## config.mk

```make
export PLATFORM = sky130hd
export DESIGN_NAME = bus_arbiter
export DESIGN_NICKNAME = d
export VERILOG_FILES = /design/src/rtl/bus_arbiter.sv
export SDC_FILE = /design/constraint.sdc
export NUM_CORES = 1
export LEC_CHECK = 0
export ABC_AREA = 1
export CORE_AREA = 5 5 112 114
export CTS_CLUSTER_SIZE = 14
export DETAILED_ROUTE_END_ITERATION = 8
export DIE_AREA = 0 0 117 119
export GPL_TIMING_DRIVEN = 0
export SLEW_MARGIN = 5
export SYNTH_ARGS = -nofsm -noshare
export SYNTH_HDL_FRONTEND = slang
export SYNTH_SLANG_ARGS = --single-unit
```

## constraint.sdc

```tcl
create_clock -name clk -period 1.4 [get_ports clk]
set_input_delay 0.28 -clock clk [delete_from_list [all_inputs] [get_ports clk]]
set_output_delay 0.28 -clock clk [all_outputs]
set_load 0.1 [all_outputs]
```

## src/rtl/bus_arbiter.sv

```systemverilog
// bus_arbiter: two-master to one-slave bus arbiter.
//
// Each transaction is granted in IDLE or RESP. It drives the slave bus for one ISSUE cycle and
// is acknowledged to its master in the following RESP cycle. Under continuous requests this
// gives one transaction every two cycles.
//
// Configuration macro BUS_ARB_FIXED_PRIO_EN:
//   undefined - round-robin arbitration; on a tie, the master not granted last wins.
//   defined   - master 0 wins ties. After HOLD_MAX consecutive master-0 grants while
//               m1_req_i is high, master 1 wins the next arbitration.
//
// Parameters:
//   HOLD_MAX  - starvation limit for master 1 (fixed-priority build only)
// Ports:
//   clk, rst                    - clock; asynchronous active-high reset
//   m{0,1}_req_i                - request, held with its controls until ack
//   m{0,1}_wr_i                 - 1 = write, 0 = read
//   m{0,1}_addr_i, m{0,1}_data_i - address and write data
//   m{0,1}_ack_o                - one-cycle completion pulse
//   m{0,1}_data_o               - read data, valid with ack
//   s_rd_en_o, s_wr_en_o        - slave strobes, high only in ISSUE
//   s_addr_o, s_data_o          - slave address / write data
//   s_data_i                    - slave read data, valid the cycle after s_rd_en_o
module bus_arbiter #(
  parameter int unsigned HOLD_MAX = 4
) (
  input  logic        clk,
  input  logic        rst,
  input  logic        m0_req_i,
  input  logic        m1_req_i,
  input  logic        m0_wr_i,
  input  logic        m1_wr_i,
  input  logic [31:0] m0_addr_i,
  input  logic [31:0] m1_addr_i,
  input  logic [31:0] m0_data_i,
  input  logic [31:0] m1_data_i,
  output logic        m0_ack_o,
  output logic        m1_ack_o,
  output logic [31:0] m0_data_o,
  output logic [31:0] m1_data_o,
  output logic        s_rd_en_o,
  output logic        s_wr_en_o,
  output logic [31:0] s_addr_o,
  output logic [31:0] s_data_o,
  input  logic [31:0] s_data_i
);

  typedef enum logic [1:0] {StIdle, StIssue, StResp} state_e;

  state_e state_q;
  logic   grant_q;  // master owning the current ISSUE/RESP pair
  logic   last_q;   // master granted most recently
  logic   armed_q;  // low for the first cycle after reset so ISSUE cannot follow release directly
  logic   arb_en;
  logic   win1;     // arbitration result: 1 = master 1, 0 = master 0

`ifdef BUS_ARB_FIXED_PRIO_EN
  localparam int unsigned HoldW = (HOLD_MAX > 1) ? $clog2(HOLD_MAX + 1) : 1;
  logic [HoldW-1:0] hold_q;  // consecutive master-0 grants while master 1 waits

  assign win1 = m1_req_i & (~m0_req_i | (hold_q == HoldW'(HOLD_MAX)));
`else
  // HOLD_MAX only matters with fixed priority.
  logic unused_hold_max;
  assign unused_hold_max = ^HOLD_MAX;

  assign win1 = m1_req_i & (~m0_req_i | ~last_q);
`endif

  // No arbitration during ISSUE: the slave bus is busy with the granted access.
  assign arb_en = armed_q & (state_q != StIssue) & (m0_req_i | m1_req_i);

  always_ff @(posedge clk or posedge rst) begin
    if (rst) begin
      state_q <= StIdle;
      grant_q <= 1'b0;
      last_q  <= 1'b1;
      armed_q <= 1'b0;
`ifdef BUS_ARB_FIXED_PRIO_EN
      hold_q  <= '0;
`endif
    end else begin
      armed_q <= 1'b1;
      unique case (state_q)
        StIdle, StResp: begin
          if (arb_en) begin
            state_q <= StIssue;
            grant_q <= win1;
            last_q  <= win1;
          end else begin
            state_q <= StIdle;
          end
        end
        StIssue: state_q <= StResp;
        default: state_q <= StIdle;
      endcase
`ifdef BUS_ARB_FIXED_PRIO_EN
      if (!m1_req_i) begin
        hold_q <= '0;
      end else if (arb_en) begin
        hold_q <= win1 ? '0 : hold_q + 1'b1;
      end
`endif
    end
  end

  // Slave bus: combinational view of the granted master during ISSUE only.
  always_comb begin
    s_rd_en_o = 1'b0;
    s_wr_en_o = 1'b0;
    s_addr_o  = '0;
    s_data_o  = '0;
    if (state_q == StIssue) begin
      if (grant_q) begin
        s_rd_en_o = ~m1_wr_i;
        s_wr_en_o = m1_wr_i;
        s_addr_o  = m1_addr_i;
        s_data_o  = m1_data_i;
      end else begin
        s_rd_en_o = ~m0_wr_i;
        s_wr_en_o = m0_wr_i;
        s_addr_o  = m0_addr_i;
        s_data_o  = m0_data_i;
      end
    end
  end

  // Response: ack and slave data to the granted master only.
  always_comb begin
    m0_ack_o  = 1'b0;
    m1_ack_o  = 1'b0;
    m0_data_o = '0;
    m1_data_o = '0;
    if (state_q == StResp) begin
      if (grant_q) begin
        m1_ack_o  = 1'b1;
        m1_data_o = s_data_i;
      end else begin
        m0_ack_o  = 1'b1;
        m0_data_o = s_data_i;
      end
    end
  end

endmodule

```

### Word level (Yosys, flattened, before mapping)

Index checks and enable logic that the tools add are counted.

| word-level totals | value |
|---|---|
| register bits | 5 |
| input port bits | 166 |
| output and inout port bits | 132 |
| logic and storage cells | 37 |

| cells by class | value |
|---|---|
| equal/unequal tests | 3 |
| multiplexer cells | 18 |
| bitwise logic cells | 9 |
| reductions and logical operators | 3 |

Operators with widths:

| cell | number |
|---|---|
| $mux 32 | 8 |
| $mux 1 | 9 |
| $not 1->1 | 4 |
| $pmux 2 s2 | 1 |
| $and 1x1->1 | 3 |
| $eq 2x1->1 const B | 1 |
| $eq 2x2->1 const B | 1 |
| $logic_not 2->1 | 1 |
| $ne 2x1->1 const B | 1 |
| $or 1x1->1 | 2 |
| $reduce_and 2->1 | 1 |
| $reduce_or 2->1 | 1 |

### Longest topological paths before layout

| logic depth | value |
|---|---|
| word-level depth | 5 |
| depth in mapped cells | 5 |
| mapped depth without buffers | 5 |

### Least setup slack after synthesis

No wires, ideal clock.

| path | value |
|---|---|
| path type | register to output |
| from | register grant_q |
| to | output port s_addr_o[0] |
| arrival time | 2.292 ns |
| required time | 1.120 ns |
| path slack | -1.172 ns |
| cell stages (with the launch flop) | 6 |
| path buffers | 2 |
| cells stage by stage | dfrtp_1 -> inv_2 -> buf_4 -> buf_2 -> nand2_1 -> a21oi_1 |

| on the way | value |
|---|---|
| longest elaborated chain between the ends | 2 |

RTL lines:

| element | line | RTL |
|---|---|---|
| start, declared | 51 | `logic grant_q;` |
| start signal, assigned | 88 | `grant_q <= win1;` |
| $mux 32 | 114 | `if (grant_q) begin` |
| $mux 32 | 113 | `if (state_q == StIssue) begin` |
| end, declared | 43 | `output logic [31:0] s_addr_o,` |

No other way between the ends.

### Final worst setup path

| path | value |
|---|---|
| from | register state_q[0] |
| to | output port m0_data_o[10] |

| on the way | value |
|---|---|
| longest elaborated chain between the ends | 2 |

RTL lines:

| element | line | RTL |
|---|---|---|
| start, declared | 50 | `state_e state_q;` |
| start signal, assigned | 75 | `state_q <= StIdle;` |
| start signal, assigned | 87 | `state_q <= StIssue;` |
| start signal, assigned | 91 | `state_q <= StIdle;` |
| $eq 2x2->1 | 134 | `if (state_q == StResp) begin` |
| $mux 32 | 134 |  |
| end, declared | 39 | `output logic [31:0] m0_data_o,` |

No other way between the ends.

==> metrics.csv <==
stage;metric;value;unit
run_status;outcome;finished, violations left;
run_status;failing checks;negative setup slack;
floorplanning;core area;0.0113;mm^2
grt;initial antenna violation count;0;
job;max-cap viol count;0;
route;post-DR vias/cell;4.33;
floorplanning;Initial Util;0.137;
logic_synthesis;Ys Warns;0;
sta;minimum clock period;1.81;ns
route;Vias;3521;
layout;NumNets Final;838;
sta;Max Clk Rate;552;MHz
worst_setup_path;reg-to-reg endpoint;state_q[1]$_DFF_PP0_;
worst_setup_path;crit-path most repeated cell;buf_12;
clocking;CTS tree;built;
layout;area grow syn2layout;422;%
logic_synthesis;largest family of logic cells by synthesized area;simple AND/OR/NAND/NOR gates;
logic_synthesis;sequential-to-total area share from yosys stat;0.0816;
layout;FILL cells;820;
worst_setup_path;Setup crit end;m0_data_o[10];
floorplanning;die height;119;um
worst_setup_path;worst-path fanout max;10;
grt;largest net degree at the start of global routing;11;
clocking;clock buffer depth;2;
power_and_ir_drop;Worst VDD drop;0.000411;V
logic_synthesis;count leader, synth;nand2_1;
sta;max-slew violation count;0;
clocking;Worst-path clk slew;0.04;ns
place;port bufs;297;
place;dpl ws;-1.19;ns
logic_synthesis;Synth Area in Simple Gates;0.508;
worst_setup_path;Setup Crit Path Kind;register to primary output;
clocking;H-Tree Depth;1;
clocking;cts hold-fix bufs;0;
worst_setup_path;Worst Setup End Kind;primary output;
worst_setup_path;crit-path leading delay family;buffers and inverters;
sta;Setup Skew;0.00324;ns
route;number of iterations in the first detailed-routing pass;4;
clocking;CTS buffer count;3;
logic_synthesis;ys flop type;dfrtp_1;
worst_setup_path;RR Startpoint;state_q[0]$_DFF_PP0_;
logic_synthesis;Post-synth EDFFs;0;
logic_synthesis;top cells by count, synth;nand2_1, nor2_1, a21oi_1;
layout;layout cells sized above 1;0.545;
floorplanning;Boundary Pins;298;
floorplanning;DIE AREA;0.0139;mm^2
logic_synthesis;#FFs+latches synth;5;
worst_setup_path;worst path required time;1.12;ns
place;Final HPWL DP;11.4;mm
logic_synthesis;Syn Nets;515;
sta;hold violation count in the final report;0;
sta;worst setup margin;-0.412;ns
route;final WL;15.0;mm
worst_setup_path;Worst EP arrival;1.53;ns
logic_synthesis;xor and xnor area share after synthesis;0;
power_and_ir_drop;Pwr per Cell Area;708;mW/mm^2
sta;unrepaired setup endpoints after global routing;yes;
floorplanning;row cnt;39;
route;First DRT Iteration DRCs;122;
route;DRC;0;
worst_setup_path;max incr delay on CP;0.42;ns
power_and_ir_drop;total power;5.73;mW
worst_setup_path;Stages on worst setup path;6;
logic_synthesis;post-synthesis mux area share;0;
logic_synthesis;syn avg cell area;4.43;um^2
logic_synthesis;Synth Area in Adders;0;
grt;first-pass GRT wire length;20.0;mm
logic_synthesis;FFs w/ async S/R, synth;1.00;
clocking;worst skew pair latency;0.23;ns
place;GPL Wtd Cong;0.851;
logic_synthesis;Netlist cell types;12;
worst_setup_path;crit-path cells;nor2_4 -> buf_12 -> nand2_8 -> buf_12 -> nor2_4 -> buf_12;
logic_synthesis;Synth area leader;nand2_1;
power_and_ir_drop;leakage;3.13;nW
worst_setup_path;R2R cell count;3;
grt;Overall Global Routing Usage;0.183;
grt;vias in the first global route;3675;
worst_setup_path;R2R setup slack;0.29;ns
route;Final ANT Viol Nets;0;
layout;Antenna Cells;0;
floorplanning;Die Wd;117;um
logic_synthesis;top post-synthesis cells by area;nand2_1, a21oi_1, nor2_1;
clocking;CTS root buffer;clkbuf_16;
logic_synthesis;Compound-Gate Fraction of Synth Area;0.210;
min_path;Hold Crit Class;primary input to async pin;
logic_synthesis;share of the synthesized area in the top cell type;0.342;
sta;Period Utilization, post-route;1.29;
worst_setup_path;crit start category;register;
clocking;Sink Count;5;
logic_synthesis;Synth Instances;349;
sta;count of final setup violators;132;
route;WL per Instance;18.4;um
grt;global route overflow;0;
worst_setup_path;Critical path buffers and inverters;3;
worst_setup_path;Crit-path slowest cell;dfrtp_1;
worst_setup_path;Critical path origin;state_q[0]$_DFF_PP0_;
sta;WHS;0.256;ns
logic_synthesis;Mapped Area;0.00155;mm^2
==> final cells by class <==
cell class                      instances  area, um^2  area share
Buffer                                 27         379      0.0469
Clock buffer                            3        75.1     0.00929
Clock inverter                          1        5.00    0.000619
Inverter                               42         170      0.0211
Multi-Input combinational cell        276        2570       0.318
Sequential cell                         5         128      0.0158
Tap cell                              143         179      0.0221
Timing Repair Buffer                  317        4570       0.566
==> routing by layer <==
| layer | track usage | wire [um] | vias up |
|---|---|---|---|
| li1 | - | - | 1697 |
| met1 | 0.178 | 4690 | 1643 |
| met2 | 0.364 | 8640 | 163 |
| met3 | 0.0517 | 1290 | 18 |
| met4 | 0.0487 | 329 | 0 |
| met5 | 0 | 0 | - |
==> flip-flops by register name, summed over array words and instances, names as in the netlist <==
name / cells
state_q: 2
armed_q: 1
grant_q: 1
last_q: 1
==> metrics by stage <==
| step | setup TNS (ns) | utilization | instance area [um^2] | std cells |
|---|---|---|---|---|
| after floorplan | -33.53 | - | 2980 | 349 |
| after global placement | -141.03 | 0.541 | 6130 | 789 |
| after detailed placement | -141.74 | 0.541 | 6130 | 789 |
| after CTS | -50.40 | 0.624 | 7060 | 794 |
| after global routing | -55.03 | 0.714 | 8080 | 814 |
| final | -48.16 | 0.714 | 8080 | 814 |
==> worst min-delay path by stage <==
stage	from	end	slack (ns)	depth (start not counted)
after floorplan	rst	armed_q$_DFF_PP0_	0.06	1
after global placement	last_q$_DFFE_PP1P_	last_q$_DFFE_PP1P_	0.46	2
after detailed placement	last_q$_DFFE_PP1P_	last_q$_DFFE_PP1P_	0.48	2
after CTS	rst	state_q[0]$_DFF_PP0_	0.26	2
after global routing	rst	state_q[0]$_DFF_PP0_	0.28	2
final	rst	state_q[0]$_DFF_PP0_	0.26	2
==> logic make-up (layout without fill, tap and decap cells) <==
logic type | after synthesis | after routing
flip-flops | 5 | 5
other | 1 | 1
AO/OA/AOI/OAI | 65 | 65
AND/OR/NAND/NOR | 209 | 210
buffers and inverters | 69 | 390
==> where the power goes <==
group	switching (mW)	internal (mW)	leakage, nW
sequential	0.0192	0.167	0.0590
clock	0.0978	0.373	0.0409
combinational	3.07	2.00	3.03
==> cell usage in the layout, fill, tap and decap left out <==
| master | netlist | final |
|---|---|---|
| a21oi_4 | 0 | 65 |
| buf_12 | 0 | 133 |
| buf_2 | 17 | 2 |
| buf_4 | 7 | 11 |
| buf_6 | 0 | 16 |
| buf_8 | 0 | 5 |
| bufbuf_16 | 0 | 1 |
| clkbuf_16 | 0 | 13 |
| clkbuf_4 | 0 | 1 |
| clkdlybuf4s50_1 | 0 | 165 |
| clkinv_2 | 0 | 1 |
| clkinv_4 | 0 | 1 |
| clkinvlp_4 | 0 | 2 |
| conb_1 | 1 | 1 |
| dfrtp_1 | 4 | 3 |
| dfrtp_2 | 0 | 1 |
| dfstp_2 | 1 | 1 |
| inv_1 | 41 | 38 |
| inv_2 | 1 | 1 |
| nand2_1 | 141 | 96 |
| nand2_2 | 0 | 27 |
| nand2_4 | 0 | 17 |
| nand2_8 | 0 | 2 |
| nand3_1 | 1 | 1 |
| nor2_1 | 67 | 1 |
| nor2_4 | 0 | 66 |
==> timing repair <==
item / in CTS / in global routing
pin swaps: 0 / 43
setup endpoints to repair: 132 / 132
setup buffers: 0 / 9
cloned: 1 / 11
gates resized for setup: 1072 / 180
Power figures use the tool's default switching activity.
